--- src/rtl/nibble_serial_adder.sv ---
// Wide adder that streams operands one nibble per clock through a single 4-bit CLA slice.
// Optional signed-overflow output enabled by defining NIBBLE_SERIAL_ADDER_OVF_EN.

module cla (
    input  logic [3:0] a,
    input  logic [3:0] b,
    input  logic       cin,
    output logic [3:0] s,
    output logic       cout
);
    logic [3:0] p;
    logic [3:0] g;
    logic [4:0] c;

    assign p = a ^ b;
    assign g = a & b;

    // Every carry is a flat sum of products of cin, p and g.
    assign c[0] = cin;
    assign c[1] = g[0] | (p[0] & cin);
    assign c[2] = g[1] | (p[1] & g[0]) | (p[1] & p[0] & cin);
    assign c[3] = g[2] | (p[2] & g[1]) | (p[2] & p[1] & g[0]) | (p[2] & p[1] & p[0] & cin);
    assign c[4] = g[3] | (p[3] & g[2]) | (p[3] & p[2] & g[1]) | (p[3] & p[2] & p[1] & g[0])
                | (p[3] & p[2] & p[1] & p[0] & cin);

    assign s    = p ^ c[3:0];
    assign cout = c[4];
endmodule

module nibble_serial_adder #(
    parameter int NIBBLES = 4
) (
    input  logic                 clk,
    input  logic                 rst_n,
    input  logic                 in_valid,
    output logic                 in_ready,
    input  logic [4*NIBBLES-1:0] a,
    input  logic [4*NIBBLES-1:0] b,
    input  logic                 cin,
    output logic                 out_valid,
    input  logic                 out_ready,
    output logic [4*NIBBLES-1:0] sum,
    output logic                 cout,
    output logic                 ovf
);
    localparam int W  = 4 * NIBBLES;
    localparam int IW = $clog2(NIBBLES);

    typedef enum logic [1:0] {
        IDLE,
        RUN,
        DONE
    } state_t;

    state_t          state_reg;
    state_t          state_next;
    logic [W-1:0]    a_reg;
    logic [W-1:0]    b_reg;
    logic [W-1:0]    sum_reg;
    logic [IW-1:0]   idx_reg;
    logic            carry_reg;
    logic            load;
    logic            step;
    logic            last;
    logic [3:0]      cla_a;
    logic [3:0]      cla_b;
    logic [3:0]      cla_s;
    logic            cla_cout;

    assign last  = (idx_reg == IW'(NIBBLES - 1));
    assign cla_a = a_reg[{idx_reg, 2'b00} +: 4];
    assign cla_b = b_reg[{idx_reg, 2'b00} +: 4];

    cla u_cla (
        .a    (cla_a),
        .b    (cla_b),
        .cin  (carry_reg),
        .s    (cla_s),
        .cout (cla_cout)
    );

    always_ff @(posedge clk or negedge rst_n) begin
        if (!rst_n) begin
            state_reg <= IDLE;
        end else begin
            state_reg <= state_next;
        end
    end

    always_comb begin
        state_next = state_reg;
        in_ready   = 1'b0;
        out_valid  = 1'b0;
        load       = 1'b0;
        step       = 1'b0;
        case (state_reg)
            IDLE: begin
                in_ready = 1'b1;
                if (in_valid) begin
                    load       = 1'b1;
                    state_next = RUN;
                end
            end
            RUN: begin
                step = 1'b1;
                if (last) begin
                    state_next = DONE;
                end
            end
            DONE: begin
                out_valid = 1'b1;
                if (out_ready) begin
                    state_next = IDLE;
                end
            end
            default: begin
                state_next = IDLE;
            end
        endcase
    end

    always_ff @(posedge clk or negedge rst_n) begin
        if (!rst_n) begin
            a_reg     <= '0;
            b_reg     <= '0;
            sum_reg   <= '0;
            idx_reg   <= '0;
            carry_reg <= 1'b0;
        end else if (load) begin
            a_reg     <= a;
            b_reg     <= b;
            idx_reg   <= '0;
            carry_reg <= cin;
        end else if (step) begin
            sum_reg[{idx_reg, 2'b00} +: 4] <= cla_s;
            carry_reg                      <= cla_cout;
            // idx is compared before incrementing, so it never wraps.
            if (!last) begin
                idx_reg <= idx_reg + IW'(1);
            end
        end
    end

    assign sum  = sum_reg;
    assign cout = carry_reg;

`ifdef NIBBLE_SERIAL_ADDER_OVF_EN
    logic ovf_reg;

    // On the MSB nibble, s[3]^a^b recovers the carry into bit W-1.
    always_ff @(posedge clk or negedge rst_n) begin
        if (!rst_n) begin
            ovf_reg <= 1'b0;
        end else if (step && last) begin
            ovf_reg <= cla_s[3] ^ a_reg[W-1] ^ b_reg[W-1] ^ cla_cout;
        end
    end

    assign ovf = ovf_reg;
`else
    assign ovf = 1'b0;
`endif

endmodule
--- config.mk ---
export PLATFORM = sky130hd
export DESIGN_NAME = nibble_serial_adder
export DESIGN_NICKNAME = d
export VERILOG_FILES = /design/src/rtl/nibble_serial_adder.sv
export SDC_FILE = /design/constraint.sdc
export NUM_CORES = 1
export LEC_CHECK = 0
export ABC_AREA = 0
export CORE_UTILIZATION = 40
export DETAILED_ROUTE_END_ITERATION = 10
export GPL_TIMING_DRIVEN = 0
export PLACE_DENSITY = 0.71
export SYNTH_ARGS = -nofsm -noshare
export SYNTH_HDL_FRONTEND = slang
export SYNTH_SLANG_ARGS = --single-unit
--- constraint.sdc ---
create_clock -name clk -period 3.35 [get_ports clk]
set_clock_uncertainty 0.2 [all_clocks]
set_input_delay 1.005 -clock clk [delete_from_list [all_inputs] [get_ports clk]]
set_output_delay 1.005 -clock clk [all_outputs]
set_load 0.01 [all_outputs]
==> impl_metrics.toml, run 1 <==
[status]
status = "finished with violations"
violations = "design-rule violations"

[routing]
drt-vias-per-instance = 5.025
final_antenna_net_count = 0
wirelength_um = 4862
route.detailed.drc = 2
initialDrtViolationCount = 71
drt-pass1-iter-count = 7
drt-wirelength-per-cell_um = 15.43
routed-via-count = 1583

[setup_path]
path_cells = "buf_2 > mux4_2 > ha_1 > a211oi_1 > o21bai_1 > xor2_1 > a22o_1"
cpMaxStageDelayCell = "mux4_2"
max_stage_delay_ps = 620
endpoint_kind = "flop"
startpoint = "idx_reg[0]"
cp.arrival_ps = 3090
cp-start-kind = "flop"
path_class = "flop to flop"
worst-path-max-fanout = 10
crit_required_ps = 3400
r2r_start = "idx_reg[0]"

[timing]
fin_tns_setup_ps = 0
fin_crit_sh = 0.9100
fmax_ghz = 0.3280
hold_violations = 0
rsz0062_at_grt = "false"
timing.final.ws_setup_ps = 301.6
finalMaxSlewViolations = 0
hold_ws_ps = 295.0
finalCriticalPeriod_ps = 3048
setup_viol = 0
slew-limit-headroom = 0.5797
worst_slew_pin_slew_ps = 630.4

[clock_tree]
cts_tree = "done"
cts_buffer_depth = 2
clkTransAtPathRegs_ps = 90
insertion_delay_ps = 310
postCtsSetupBuffers = 0
cts.sinks = 53
cts_root_buffer = "clkbuf_8"
ctsHoldBuffers = 0
cts_resized = 0
cts_made_buffers = 5
cts_max_level = 2

[yosys]
yosysUniqueCellTypes = 35
async_reset_ff_frac = 1.000
synth_top_area_cell = "dfrtp_1"
avgSynthCellArea_um2 = 15.01
synth_cells = 175
synthXorXnorAreaFrac = 0.01333
yosysMostFrequentCell = "dfrtp_1"
synthTopCellsByCount = "dfrtp_1 (53), mux2_4 (30), a22o_1 (17)"
synth_compound_area_frac = 0.08524
yosysSeqAreaShare = 0.5048
syn-num-nets = 224
synth_top_flop_cell = "dfrtp_1"
synth-edff-count = 0
muxShareOfSynthArea = 0.2529
ys_ff_latch = 53
synthAdderAreaFrac = 0.06000
synth-simple-area-share = 0.05333
yosys-top-cells-area = "dfrtp_1 (50%), mux2_4 (17%), mux4_2 (6.9%), a22o_1 (5.7%), ha_1 (5.2%)"
synth_top_family_by_area = "multiplexers"
syn_area_um2 = 2628
yosys_warnings = 0
yosysTopAreaCellShare = 0.5048

[min_path]
hold_class = "flop to flop"
hp-start = "a_reg[0]"

[floorplan]
start_util = 0.4138
die_w_um = 83.05
die_area_um2 = 6897
placementRows = 29
coreArea_um2 = 6350
die_y_um = 83.05
io_pins = 57

[power]
cellLeakagePower_nw = 1.507
p_total_mw = 3.492
irDropWorstVdd_mv = 0.5678
p_per_area_nw_per_um2 = 1029

[placement]
dpl_worst_slack_ps = 255.8
place_area_um2 = 3289
routabilityCongestion = 0.7053
io_buffers = 55
dp_hpwl_um = 3657

[final_layout]
layout-drive-gt1-share = 0.2521
final_area_um2 = 3393
num_antenna_cells = 0
nNetsFinal = 287
area_growth_pct = 29.14

[global_route]
grt_max_degree = 35
grt_overflow = 0
track_usage = 0.1536
antenna_found_initial = 0
grt_pass1_vias = 1622
grt_pass1_wl_um = 8211

[flow_run]
drv_cap = 0
==> power breakdown <==
| part | internal, mW | switching (mW) | leakage, nW | total [mW] |
|---|---|---|---|---|
| logic | 1.05 | 0.916 | 0.794 | 1.96 |
| registers | 0.925 | 0.180 | 0.659 | 1.11 |
| clock network | 0.218 | 0.207 | 0.0540 | 0.424 |
| total | 2.19 | 1.30 | 1.51 | 3.49 |
==> cells in the final DEF (no fill, tap or decap), types with 2 or more instances in the layout <==
master	Yosys	final
buf_6	3	3
o21bai_1	2	2
inv_1	3	3
mux4_2	8	8
xor2_1	2	2
buf_4	3	3
mux2_4	30	30
a21oi_1	4	4
dfrtp_1	53	53
nor2_1	3	3
and3_4	2	2
clkbuf_8	0	5
buf_2	1	2
nand2_1	10	10
ha_1	11	11
o31ai_1	2	2
clkdlybuf4s50_1	0	54
a22o_1	17	17
xnor2_1	2	2
mux2_1	2	2
==> stage by stage <==
stage               instances    util
global route              315  0.5344
CTS                       315  0.5344
global placement          307  0.5157
finish                    315  0.5344
detailed placement        308  0.5180
floorplan                 175       -
==> worst paths after layout <==
path	end	slack, ps	cells after the start
setup / recovery	sum[7]	300	7
hold reg to reg	a_reg[0]	290	1
setup reg to reg	sum[7]	300	7
max in group asynchronous	a_reg[0]	1970	2
hold / removal	a_reg[0]	290	1
min in group asynchronous	sum[4]	430	1
==> metal layers <==
| metal | vias to the layer above | part of all wire | GRT usage |
|---|---|---|---|
| li1 | 769 | - | - |
| met1 | 767 | 0.49 | 0.2137 |
| met2 | 42 | 0.46 | 0.2392 |
| met3 | 5 | 0.042 | 0.03976 |
| met4 | 0 | 0.012 | 0.04232 |
| met5 | - | 0 | 0 |
==> kinds of logic after synthesis <==
| logic type | Yosys count |
|---|---|
| buf+inv | 11 |
| simple gates | 24 |
| mux | 41 |
| compound gates | 29 |
| xor+xnor | 4 |
| fa+ha+maj | 12 |
| other cells | 1 |
| flops | 53 |
==> worst max-delay path: cells and delay by family (launching register included) <==
kind / cells / cell delay (ps)
muxes: 1 / 620
AOI/OAI and AO/OA: 3 / 570
DFF: 1 / 480
xor gates and xnor gates: 1 / 410
buffers and inverters: 1 / 360
adders and majority gates: 1 / 340
==> cell type report <==
type / count / area, µm²
fillers: 543 / 2957
flip-flops and latches: 53 / 1326
multi-input cells: 111 / 1225
repair buffers: 56 / 565.5
well taps: 77 / 96.34
clock buffers: 5 / 68.82
plain buffers: 8 / 65.06
clock inverters: 2 / 35.03
inverters: 3 / 11.26
(Power assumes the default switching activity.)
==> run 2: changes to the inputs <==
--- a/config.mk
+++ b/config.mk
@@ -7,8 +7,8 @@
 export LEC_CHECK = 0
 export ABC_AREA = 0
 export CORE_UTILIZATION = 40
+export CTS_CLUSTER_DIAMETER = 150
 export DETAILED_ROUTE_END_ITERATION = 10
-export GPL_TIMING_DRIVEN = 0
 export PLACE_DENSITY = 0.71
 export SYNTH_ARGS = -nofsm -noshare
 export SYNTH_HDL_FRONTEND = slang
==> run 2 against run 1 <==
Flip-flop and latch count stayed put. Core utilization is 0.39 points lower. Fmax is 3.5% higher. The flow still finishes with violations (design-rule violations). Via count is 1.1% higher. Clock power is 5.9% higher. Non-clock buffer count is 5 lower. Register-to-register slack better by 100 ps. Count of clock-buffer cells in the layout is 1 higher. First-iteration DRC count is 11% higher. Sequential power is 5% higher.
==> impl_metrics.toml, run 2 (synthesis gave the netlist of run 1 again) <==
[timing]
fin_crit_sh = 0.8794
finalMaxSlewViolations = 0
setup_viol = 0
fmax_ghz = 0.3394
fin_tns_setup_ps = 0
rsz0062_at_grt = "false"
finalCriticalPeriod_ps = 2946
slew-limit-headroom = 0.5676
worst_slew_pin_slew_ps = 648.6
hold_violations = 0

[clock_tree]
ctsHoldBuffers = 0
postCtsSetupBuffers = 0
cts_buffer_depth = 2
cts_max_level = 2
cts_resized = 0
insertion_delay_ps = 300
cts_root_buffer = "clkbuf_8"
cts_tree = "done"
cts_made_buffers = 5
clkTransAtPathRegs_ps = 100
cts.sinks = 53

[setup_path]
path_buf_inv = 0
max_stage_delay_ps = 740
cp.arrival_ps = 2980
path_class = "flop to flop"
crit_required_ps = 3390
cp_top_family = "flip-flops"
path_cells = "mux4_2 > ha_1 > a211oi_1 > o21bai_1 > xor2_1 > a22o_1"
worst-path-max-fanout = 12
cpMaxStageDelayCell = "dfrtp_1"
endpoint_kind = "flop"
cp-start-kind = "flop"

[power]
cellLeakagePower_nw = 1.486
p_sw_mw = 1.293
p_per_area_nw_per_um2 = 1038
clkPwrFrac = 0.128
p_total_mw = 3.497
share_comb_of_total_power = 0.539
irDropWorstVdd_mv = 0.4569
seqPwrFrac = 0.333
p_sw_frac = 0.3698
p_int_mw = 2.204

[min_path]
hold_class = "flop to flop"

[global_route]
antenna_found_initial = 0
grt_max_degree = 54
grt_pass1_vias = 1660
grt_overflow = 0
grt_pass1_wl_um = 8162
track_usage = 0.1501

[final_layout]
num_antenna_cells = 0
fin_cells = 311
final_common_cell = "clkdlybuf4s50_1"
nNetsFinal = 282
final_cell_mix = "clkdlybuf4s50_1 (54), dfrtp_1 (53), mux2_4 (30)"
area_growth_pct = 28.19
final_util = 0.5304
layout-drive-gt1-share = 0.2479

[routing]
route.detailed.drc = 2
drt-pass1-iter-count = 7
drt-vias-per-instance = 5.145
wirelength_um = 4751
initialDrtViolationCount = 79
final_antenna_net_count = 0
drt-wirelength-per-cell_um = 15.28
routed-via-count = 1600

[floorplan]
die_y_um = 83.05
start_util = 0.4138
io_pins = 57
placementRows = 29
die_area_um2 = 6897
coreArea_um2 = 6350
die_w_um = 83.05

[placement]
dpl.cell_count = 303
dp_hpwl_um = 3504
io_buffers = 55
routabilityCongestion = 0.7066

[status]
status = "finished with violations"
violations = "design-rule violations"

[flow_run]
drv_cap = 0
-- run 2: power groups by stage --
stage               registers, mW  logic (mW)  clock network [mW]
global placement             1.17        1.86                   0
finish                       1.16        1.88               0.449
CTS                          1.17        1.91               0.466
floorplan                    1.09        1.43                   0
detailed placement           1.18        1.91                   0
global route                 1.21        2.06               0.488
-- run 2: worst paths after layout --
| kind | cells past startpoint | from | slack, ps | end |
|---|---|---|---|---|
| worst max-delay path | 6 | idx_reg[0] | 400 | sum[7] |
| worst min-delay path | 1 | a_reg[1] | 300 | a_reg[1] |
| worst max register to register | 6 | idx_reg[0] | 400 | sum[7] |
| worst min register to register | 1 | a_reg[1] | 300 | a_reg[1] |
| max in group asynchronous | 2 | rst_n | 1910 | sum[10] |
| min in group asynchronous | 2 | rst_n | 620 | b_reg[9] |
-- run 2: per-stage QoR --
stage	setup WS, ps	hold WS (ps)	cell area, µm²
2_1_floorplan	708.9	253.3	2628
3_3_place_gp	361.5	266.7	3248
3_5_place_dp	350.0	272.2	3248
4_1_cts	347.5	300.2	3368
5_1_grt	166.1	318.3	3368
6_report	403.9	298.5	3368
-- run 2: per-layer routing --
metal | global-route usage | wire (µm)
met1 | 0.2058 | 2193
met2 | 0.2310 | 2271
met3 | 0.03579 | 174
met4 | 0.05956 | 112
met5 | 0 | 0
-- run 2: area by class of cell --
cell class	count	area, µm²
multi-input cells	111	1226
clock inverters	2	37.54
fillers	562	2982
well taps	77	96.34
flip-flops and latches	53	1326
repair buffers	59	588.1
clock buffers	6	82.58
inverters	3	11.26
